--- src/rtl/reset_sequencer.sv ---
// Staged reset release for the PLL clock domain: waits for a stable synchronized lock,
// releases peripherals, then core after a gap, and falls back to full reset on lock loss.
module reset_sequencer #(
    parameter int LOCK_STABLE_CYCLES = 1024,
    parameter int STAGE_GAP_CYCLES   = 16,
    parameter int SYNC_STAGES        = 2
) (
    input  logic       clock,
    input  logic       reset,
    input  logic       locked,
    output logic       periph_reset,
    output logic       core_reset,
    output logic       running,
    output logic [7:0] lock_drops,
    output logic [1:0] state_dbg
);

    localparam int MAX_CYCLES = (LOCK_STABLE_CYCLES > STAGE_GAP_CYCLES) ?
                                LOCK_STABLE_CYCLES : STAGE_GAP_CYCLES;
    localparam int CW = $clog2(MAX_CYCLES) + 1;
    localparam logic [CW-1:0] STAB_LAST = CW'(LOCK_STABLE_CYCLES - 1);
    localparam logic [CW-1:0] GAP_LAST  = CW'(STAGE_GAP_CYCLES - 1);

    typedef enum logic [1:0] {
        WAIT_LOCK = 2'd0,
        STABILIZE = 2'd1,
        GAP       = 2'd2,
        RUN       = 2'd3
    } state_e;

    state_e           state_q, state_d;
    logic [CW-1:0]    cnt_q, cnt_d;
    logic [7:0]       drops_q, drops_d;
    logic [SYNC_STAGES-1:0] sync_q;
    logic             locked_s;
    logic             periph_q, periph_d;
    logic             core_q, core_d;
    logic             running_q, running_d;

    // The raw lock flag is asynchronous; only the chain output is trusted.
    always_ff @(posedge clock) begin
        if (reset) begin
            sync_q <= '0;
        end else begin
            sync_q <= {sync_q[SYNC_STAGES-2:0], locked};
        end
    end

    assign locked_s = sync_q[SYNC_STAGES-1];

    always_ff @(posedge clock) begin
        if (reset) begin
            state_q   <= WAIT_LOCK;
            cnt_q     <= '0;
            drops_q   <= '0;
            periph_q  <= 1'b1;
            core_q    <= 1'b1;
            running_q <= 1'b0;
        end else begin
            state_q   <= state_d;
            cnt_q     <= cnt_d;
            drops_q   <= drops_d;
            periph_q  <= periph_d;
            core_q    <= core_d;
            running_q <= running_d;
        end
    end

    always_comb begin
        state_d = state_q;
        cnt_d   = cnt_q;
        drops_d = drops_q;
        case (state_q)
            WAIT_LOCK: begin
                cnt_d = '0;
                if (locked_s) state_d = STABILIZE;
            end
            STABILIZE: begin
                if (!locked_s) begin
                    state_d = WAIT_LOCK;
                    cnt_d   = '0;
                end else if (cnt_q == STAB_LAST) begin
                    state_d = GAP;
                    cnt_d   = '0;
                end else begin
                    cnt_d = cnt_q + CW'(1);
                end
            end
            GAP: begin
                if (!locked_s) begin
                    state_d = WAIT_LOCK;
                    cnt_d   = '0;
                    if (drops_q != 8'hFF) drops_d = drops_q + 8'd1;
                end else if (cnt_q == GAP_LAST) begin
                    state_d = RUN;
                    cnt_d   = '0;
                end else begin
                    cnt_d = cnt_q + CW'(1);
                end
            end
            RUN: begin
                if (!locked_s) begin
                    state_d = WAIT_LOCK;
                    cnt_d   = '0;
                    if (drops_q != 8'hFF) drops_d = drops_q + 8'd1;
                end
            end
            default: begin
                state_d = WAIT_LOCK;
                cnt_d   = '0;
            end
        endcase
    end

    // Outputs are decoded from the next state so they register on the transition edge.
    always_comb begin
        periph_d  = (state_d == WAIT_LOCK) || (state_d == STABILIZE);
        core_d    = (state_d != RUN);
        running_d = (state_d == RUN);
    end

    assign periph_reset = periph_q;
    assign core_reset   = core_q;
    assign running      = running_q;
    assign lock_drops   = drops_q;
    assign state_dbg    = state_q;

endmodule

--- config.mk ---
export PLATFORM = sky130hd
export DESIGN_NAME = reset_sequencer
export DESIGN_NICKNAME = d
export VERILOG_FILES = /design/src/rtl/reset_sequencer.sv
export SDC_FILE = /design/constraint.sdc
export NUM_CORES = 1
export LEC_CHECK = 0
export ABC_CLOCK_PERIOD_IN_PS = 4600
export BUFFER_PORTS_ARGS = -buffer_cell sky130_fd_sc_hd__buf_4
export CAP_MARGIN = 5
export CORE_MARGIN = 5
export CORE_UTILIZATION = 42
export DETAILED_ROUTE_END_ITERATION = 7
export PLACE_DENSITY = 0.64
export SLEW_MARGIN = 15
export SYNTH_ARGS = -nofsm -noshare
export SYNTH_HDL_FRONTEND = slang
export SYNTH_SLANG_ARGS = --single-unit
--- constraint.sdc ---
create_clock -name clock -period 4.6 [get_ports clock]
set_input_delay 0.23 -clock clock [delete_from_list [all_inputs] [get_ports clock]]
set_output_delay 0.23 -clock clock [all_outputs]
set_load 0.01 [all_outputs]
---- Word-level counts from Yosys, hierarchy flattened ----
Cells that the tools add are included.
cells by class
  $add $sub $neg .......................... 2
  eq/ne operators ......................... 10
  muxes and demuxes ....................... 13
  bitwise gates (word level) .............. 1
  reductions and logical operators ........ 5
operators by type and width
  operator                                                number
  2-to-1 mux 11 bit                                       5
  one-hot mux 11 bit (4 select lines)                     1
  2-to-1 mux 2 bit                                        6
  adder 11 x 1 -> 11 bit (second input constant)          1
  equality test 11 x 10 -> 1 bit (second input constant)  1
  equality test 11 x 4 -> 1 bit (second input constant)   1
  adder 8 x 1 -> 8 bit (second input constant)            1
  inequality test 8 bit (second input constant)           1
  one-hot mux 2 bit (4 select lines)                      1
  equality test 2 bit (second input constant)             3
  equality test 2 x 1 -> 1 bit (second input constant)    2
  logical NOT 2 bit                                       2
  inequality test 2 bit (second input constant)           2
  AND reduction 3 bit                                     1
  OR reduction 2 bit                                      1
  logical OR 1 bit                                        1
  inverter 1 bit                                          1
storage, ports and cells
  register bits ........................... 26
  bits of input ports ..................... 3
  word-level logic and storage cells ...... 38

---- Logic depth before layout (Yosys ltp) ----
Gate-level depths: netlist of the first run.
  word-level depth ........................ 6
  mapped depth ............................ 8
  gate-level depth less buffers ........... 7

---- Worst setup path after synthesis of the first run ----
OpenSTA, ideal clock, no wires.
  path type ............................... register to register
  start ................................... register cnt_q[0]
  end ..................................... register cnt_q[5]
  setup time .............................. 74 ps
  arrival ................................. 1,798 ps
  data required time ...................... 4,526 ps
  path slack .............................. 2,728 ps
  cell stages (with the launch flop) ...... 8
  buffers on the path ..................... 1
  clock period less this slack ............ 1,872 ps
  cell sequence ........................... dfxtp_1 ha_1 and3_1 a41o_1 a2111oi_4 buf_6 o21ai_1 a31oi_1
on the way
  word-level cells in the longest chain between the ends .. 4
  elaborated cells between the ends (all ways) .. 8
  classes of those cells .................. 1 x add/sub; 2 x eq/ne; 5 x mux
ends and longest elaborated chain
  item                                            RTL line  source
  from (decl)                                     32        logic [CW-1:0] cnt_q, cnt_d;
  from (signal assigned)                          61        cnt_q <= cnt_d;
  adder 11 x 1 -> 11 bit (tied with other cells)  86, 98
  2-to-1 mux 11 bit, on equally long branches     94, 82
  2-to-1 mux 11 bit, on equally long branches     90, 79
  one-hot mux 11 bit (4 select lines) *           73        case (state_q)
Mark *: on every way between the ends. The rest lies on a longest branch, timed or not.
A chain may end at the register's enable or synchronous reset.

---- Worst setup path after layout of the first run ----
Ends and elaborated chain as after synthesis.

==> results.yml, run 1 <==
outcome:
  status: "complete, no violations"
critical_path:
  max_stage_delay_ns: 0.73
  crit_required_ns: 4.87
  worstReg2RegStart: "cnt_q[0]"
  cp_top_family: "compound AO/OA/AOI/OAI gates"
  timing_worst_setup_path_type: "register to register"
  rrSetupSlack_ns: 2.34
  cpMaxStageDelayCell: "a2111oi_4"
  path_max_fanout: 13
  crit_chain: "ha_1, and3_1, a41o_1, a2111oi_4, o21ai_1, a31oi_1"
  arrival_ns: 2.53
  endpoint_kind: "register"
  start_kind: "register"
  crit_start: "cnt_q[0]"
  cp_num_buf_inv: 0
sta:
  finalSetupTns_ns: 0
  rsz0062_at_grt: "false"
  clock_skew_ns: 0.00159
  finalHoldViolCount: 0
  slew_violations: 0
  finalSetupViolCount: 0
  timing_worst_slew_pin_value_ns: 0.728
  hold_slack_ns: 0.113
  slew_headroom_pct: 51.5
  finalCriticalPeriod_ns: 2.26
  max_freq_mhz: 442
  post-route-period-util_pct: 49.2
clock_tree:
  postCtsHoldBufs: 0
  numCtsBuffers: 3
  clockBufferDepth: 2
  worstSkewPairLatency_ns: 0.32
  clkTransAtPathRegs_ns: 0.14
  h-tree-depth: 1
  cts_setup_buffers: 0
  clock-root-buffer: "clkbuf_4"
  post_cts_resized: 0
  clock_sinks: 26
  cts_tree: "built"
synthesis:
  synth_area_leaders: "dfxtp_1 (40%), ha_1 (5.7%), nor2_1 (4.9%), a21oi_1 (3.4%), xor2_1 (3.3%)"
  synth_largest_area_cell: "dfxtp_1"
  synthArstFlopShare_pct: 0
  yosysSeqAreaShare_pct: 39.8
  synth_common_cells: "dfxtp_1 (26), nor2_1 (17), nand2_1 (10)"
  syn_nets: 157
  ys.flop_type: "dfxtp_1"
  synth_cells: 148
  ys_ff_latch: 26
  synth_area_um2: 1310
  syn_area_per_cell_um2: 8.84
  ys_warn_count: 0
  synth.distinct_cells: 41
  yosysMostFrequentCell: "dfxtp_1"
  yosysTopAreaCellShare_pct: 39.8
  synth_edf_count: 0
power_and_ir_drop:
  ir_drop_mv: 0.124
  powerDensity_nw_per_um2: 264
  p_leak_nw: 0.559
drt:
  wl_per_cell_um: 12.7
  ant_nets: 0
  wl_um: 2610
  vias: 1095
  first_pass_iters: 4
  viasPerCell: 5.32
  drcViolationCount: 0
  dr.first_iter.drc_count: 106
global_routing:
  grt_pass1_wl_um: 4390
  grt_max_degree: 21
  grt_pass1_vias: 1021
  antenna_found_initial: 0
  grt.total_usage_pct: 12.9
  overflow: 0
final_layout:
  fillers: 301
  drive_above_1_share_pct: 14.8
  antenna_cells: 0
  area_growth_pct: 14.8
  fin_nets: 172
  post-route-util_pct: 49.6
  final_area_um2: 1500
placed_design:
  place_congestion: 0.820
  portBuffers: 15
  place_area_um2: 1450
  dp_hpwl_um: 1930
floorplan:
  pin_count: 16
  die_area_um2: 4330
  core_um2: 3030
  start_util_pct: 43.2
  die_h_um: 65.8
  fp.dieW_um: 65.8
  placementRows: 20
job:
  maxCapViolations: 0
min_path:
  hold_class: "input port to register"
  hp-start: "locked"
-- power breakdown --
part | switching [W] | internal, W | total (W)
clock network | 0.0000690 | 0.0000882 | 0.000157
logic | 0.00000702 | 0.00000486 | 0.0000119
registers | 0.00000159 | 0.000227 | 0.000228
-- logic make-up (layout without fill, tap and decap cells) --
family / Yosys count / in the layout / synth area share [%]
compound gates: 30 / 30 / 18.5
xor+xnor: 8 / 8 / 5.35
fa+ha+maj: 6 / 6 / 5.74
buf+inv: 13 / 27 / 4.30
flops: 26 / 26 / 39.8
mux: 1 / 1 / 0.765
simple gates: 64 / 64 / 25.6
-- worst paths after layout --
| path | to | depth (start not counted) |
|---|---|---|
| max | cnt_q[5] | 6 |
| min | sync_q[0] | 2 |
| max reg2reg | cnt_q[5] | 6 |
| min reg2reg | sync_q[1] | 1 |
-- per-layer routing --
| metal | vias to the layer above | share of wire [%] | routed length, µm | GRT usage (%) |
|---|---|---|---|---|
| met3 | 2 | 3.4 | 90 | 4.08 |
| met5 | - | 0 | 0 | 0 |
| li1 | 553 | - | - | - |
| met2 | 16 | 49 | 1280 | 22.2 |
| met1 | 524 | 47 | 1230 | 15.7 |
| met4 | 0 | 0.54 | 14 | 2.59 |
-- through the flow --
stage,power [W],instances,setup WS [ns]
after global routing,0.000413,206,2.14
final,0.000397,206,2.34
after global placement,0.000245,202,2.48
after detailed placement,0.000245,202,2.37
after floorplan,0.000241,148,2.73
after CTS,0.000402,206,2.34
-- cells in the final DEF, fill, tap and decap left out, types with 2 or more instances in the layout --
cell type  instances
nand3_1            7
o21ai_1            3
xnor2_1            3
and3_1             4
nor4_1             2
a31oi_1            6
ha_1               6
a21oi_1            9
nor2_1            17
and2_1             4
dfxtp_1           26
nand4_1            3
xor2_1             5
inv_1              8
nand2_1           10
nand2b_1           3
nor3_1             4
buf_4             15
nor2b_1            3
clkbuf_4           3
-- cell type report --
| class | instances | area (µm²) | share of cell area, % |
|---|---|---|---|
| Multi-Input combinational cell | 109 | 732 | 48.7 |
| Inverter | 8 | 30.0 | 2.00 |
| Clock inverter | 1 | 30.0 | 2.00 |
| Tap cell | 44 | 55.1 | 3.66 |
| Clock buffer | 3 | 22.5 | 1.50 |
| Timing Repair Buffer | 15 | 113 | 7.49 |
| Sequential cell | 26 | 520 | 34.6 |
-- state kept, by name, summed over array words and instances (netlist names) --
name and cells:
sync_q 2, lock_drops 8, periph_reset 1, core_reset 1, running 1, cnt_q 11
state_dbg 2
Power figures use the tool's default switching activity.
==> run 2: changes to the inputs <==
--- a/config.mk
+++ b/config.mk
@@ -5,13 +5,13 @@
 export SDC_FILE = /design/constraint.sdc
 export NUM_CORES = 1
 export LEC_CHECK = 0
-export ABC_CLOCK_PERIOD_IN_PS = 4600
+export ABC_CLOCK_PERIOD_IN_PS = 1890
 export BUFFER_PORTS_ARGS = -buffer_cell sky130_fd_sc_hd__buf_4
 export CAP_MARGIN = 5
 export CORE_MARGIN = 5
 export CORE_UTILIZATION = 42
 export DETAILED_ROUTE_END_ITERATION = 7
-export PLACE_DENSITY = 0.64
+export PLACE_DENSITY = 0.66
 export SLEW_MARGIN = 15
 export SYNTH_ARGS = -nofsm -noshare
 export SYNTH_HDL_FRONTEND = slang
==> constraint.sdc (replaced) <==
create_clock -name clock -period 1.89 [get_ports clock]
set_input_delay 0.0945 -clock clock [delete_from_list [all_inputs] [get_ports clock]]
set_output_delay 0.0945 -clock clock [all_outputs]
set_load 0.01 [all_outputs]
==> results.yml, run 2 (synthesis gave the netlist of run 1 again) <==
final_layout:
  final-instance-count-excl-fill: 229
  fin_nets: 195
  area_growth_pct: 34.5
  largest_register_ffs: 11
  drive_above_1_share_pct: 34.1
  final_area_um2: 1760
  regMostFlops: "cnt_q"
  antenna_cells: 0
  layout_commonest_cell: "buf_4"
  layout_common_cells: "buf_4 (36), dfxtp_1 (21), nor2_1 (17)"
sta:
  finalSetupViolCount: 0
  max_freq_mhz: 534
  finalSetupTns_ns: 0
  slew_violations: 0
  post-route-period-util_pct: 99.0
  timing_worst_slew_pin_value_ns: 0.458
  clock_skew_ns: 0.00428
  finalHoldViolCount: 0
  rsz0062_at_grt: "true"
  slew_headroom_pct: 69.2
  finalCriticalPeriod_ns: 1.87
global_routing:
  grt.total_usage_pct: 14.5
  grt_pass1_vias: 1197
  overflow: 0
  grt_pass1_wl_um: 5000
  grt_max_degree: 21
  antenna_found_initial: 0
critical_path:
  timing_worst_setup_path_type: "register to register"
  cp_num_buf_inv: 1
  endpoint_kind: "register"
  crit_chain: "ha_4, and3_4, a41o_1, a2111oi_4, buf_4, o21ai_1, a31oi_1"
  start_kind: "register"
  arrival_ns: 2.14
  cpMaxStageDelayCell: "a2111oi_4"
  path_max_fanout: 7
  max_stage_delay_ns: 0.46
  cp_top_family: "compound AO/OA/AOI/OAI gates"
  crit_required_ns: 2.16
floorplan:
  die_area_um2: 4330
  core_um2: 3030
  placementRows: 20
  start_util_pct: 43.2
  fp.dieW_um: 65.8
  pin_count: 16
  die_h_um: 65.8
drt:
  viasPerCell: 5.27
  vias: 1206
  wl_per_cell_um: 13.8
  dr.first_iter.drc_count: 71
  ant_nets: 0
  first_pass_iters: 4
  drcViolationCount: 0
  wl_um: 3160
clock_tree:
  h-tree-depth: 1
  clkTransAtPathRegs_ns: 0.15
  clock-root-buffer: "clkbuf_4"
  numCtsBuffers: 3
  worstSkewPairLatency_ns: 0.33
  clock_sinks: 26
  clockBufferDepth: 2
  cts_tree: "built"
placed_design:
  dp_cells: 218
  portBuffers: 15
  place_congestion: 0.885
  place_area_um2: 1570
  dp_hpwl_um: 2220
power_and_ir_drop:
  ir_drop_mv: 0.434
  powerDensity_nw_per_um2: 555
  p_leak_nw: 0.673
min_path:
  hold_class: "input port to register"
job:
  maxCapViolations: 0
outcome:
  status: "complete, no violations"
-- run 2: cell count changes in the layout (fill, tap and decap cells not counted), moves of 2 or more --
cell,previous run,this run
dfxtp_2,0,5
ha_2,0,2
a21oi_1,9,5
ha_1,6,3
a21oi_2,0,4
buf_4,15,36
dfxtp_1,26,21
-- run 2: final timing paths --
kind | from | endpoint | cells past startpoint | slack, ns
setup reg to reg | cnt_q[1] | cnt_q[5] | 7 | 0.02
hold / removal | reset | cnt_q[6] | 2 | 0.08
setup / recovery | cnt_q[1] | cnt_q[5] | 7 | 0.02
hold reg to reg | sync_q[0] | sync_q[1] | 1 | 0.46
-- run 2: layer usage --
| metal | vias up | part of all wire [%] | track usage, % |
|---|---|---|---|
| met1 | 574 | 42 | 16.8 |
| li1 | 604 | - | - |
| met4 | 0 | 0.98 | 3.11 |
| met5 | - | 0 | 0 |
| met2 | 24 | 54 | 25.9 |
| met3 | 4 | 3.9 | 4.42 |
-- run 2: through the flow --
stage               total power, W  setup WS (ns)  utilization, %  hold slack (ns)
floorplan                 0.000586         0.0176               -            0.223
global placement          0.000597         0.0188            51.9            0.308
detailed placement        0.000598        -0.0641            51.9            0.314
CTS                       0.000985        0.00818            54.4           0.0786
global route               0.00101         -0.100            58.1           0.0725
finish                    0.000977         0.0183            58.1           0.0787
-- run 2: report_power, final --
part	internal, W	switching [W]	total, W
combinational	0.0000148	0.0000207	0.0000355
sequential	0.000551	0.00000302	0.000554
clock	0.000215	0.000173	0.000387
-- run 2: layout make-up --
cell class                      instances  area [µm²]
Clock buffer                            3        22.5
Clock inverter                          1        30.0
Fill cell                             286        1270
Inverter                                8        30.0
Multi-Input combinational cell        109         805
Sequential cell                        26         527
Tap cell                               44        55.1
Timing Repair Buffer                   38         292
-- run 2: what timing repair did --
item / 4_1_cts / 5_1_grt
hold buffers: 1 / 0
setup buffers: 0 / 6
endpoints found under the setup margin: 8 / 17
resized for setup: 4 / 17
pin swaps: 5 / 8
endpoints found under the hold margin: 1 / 0
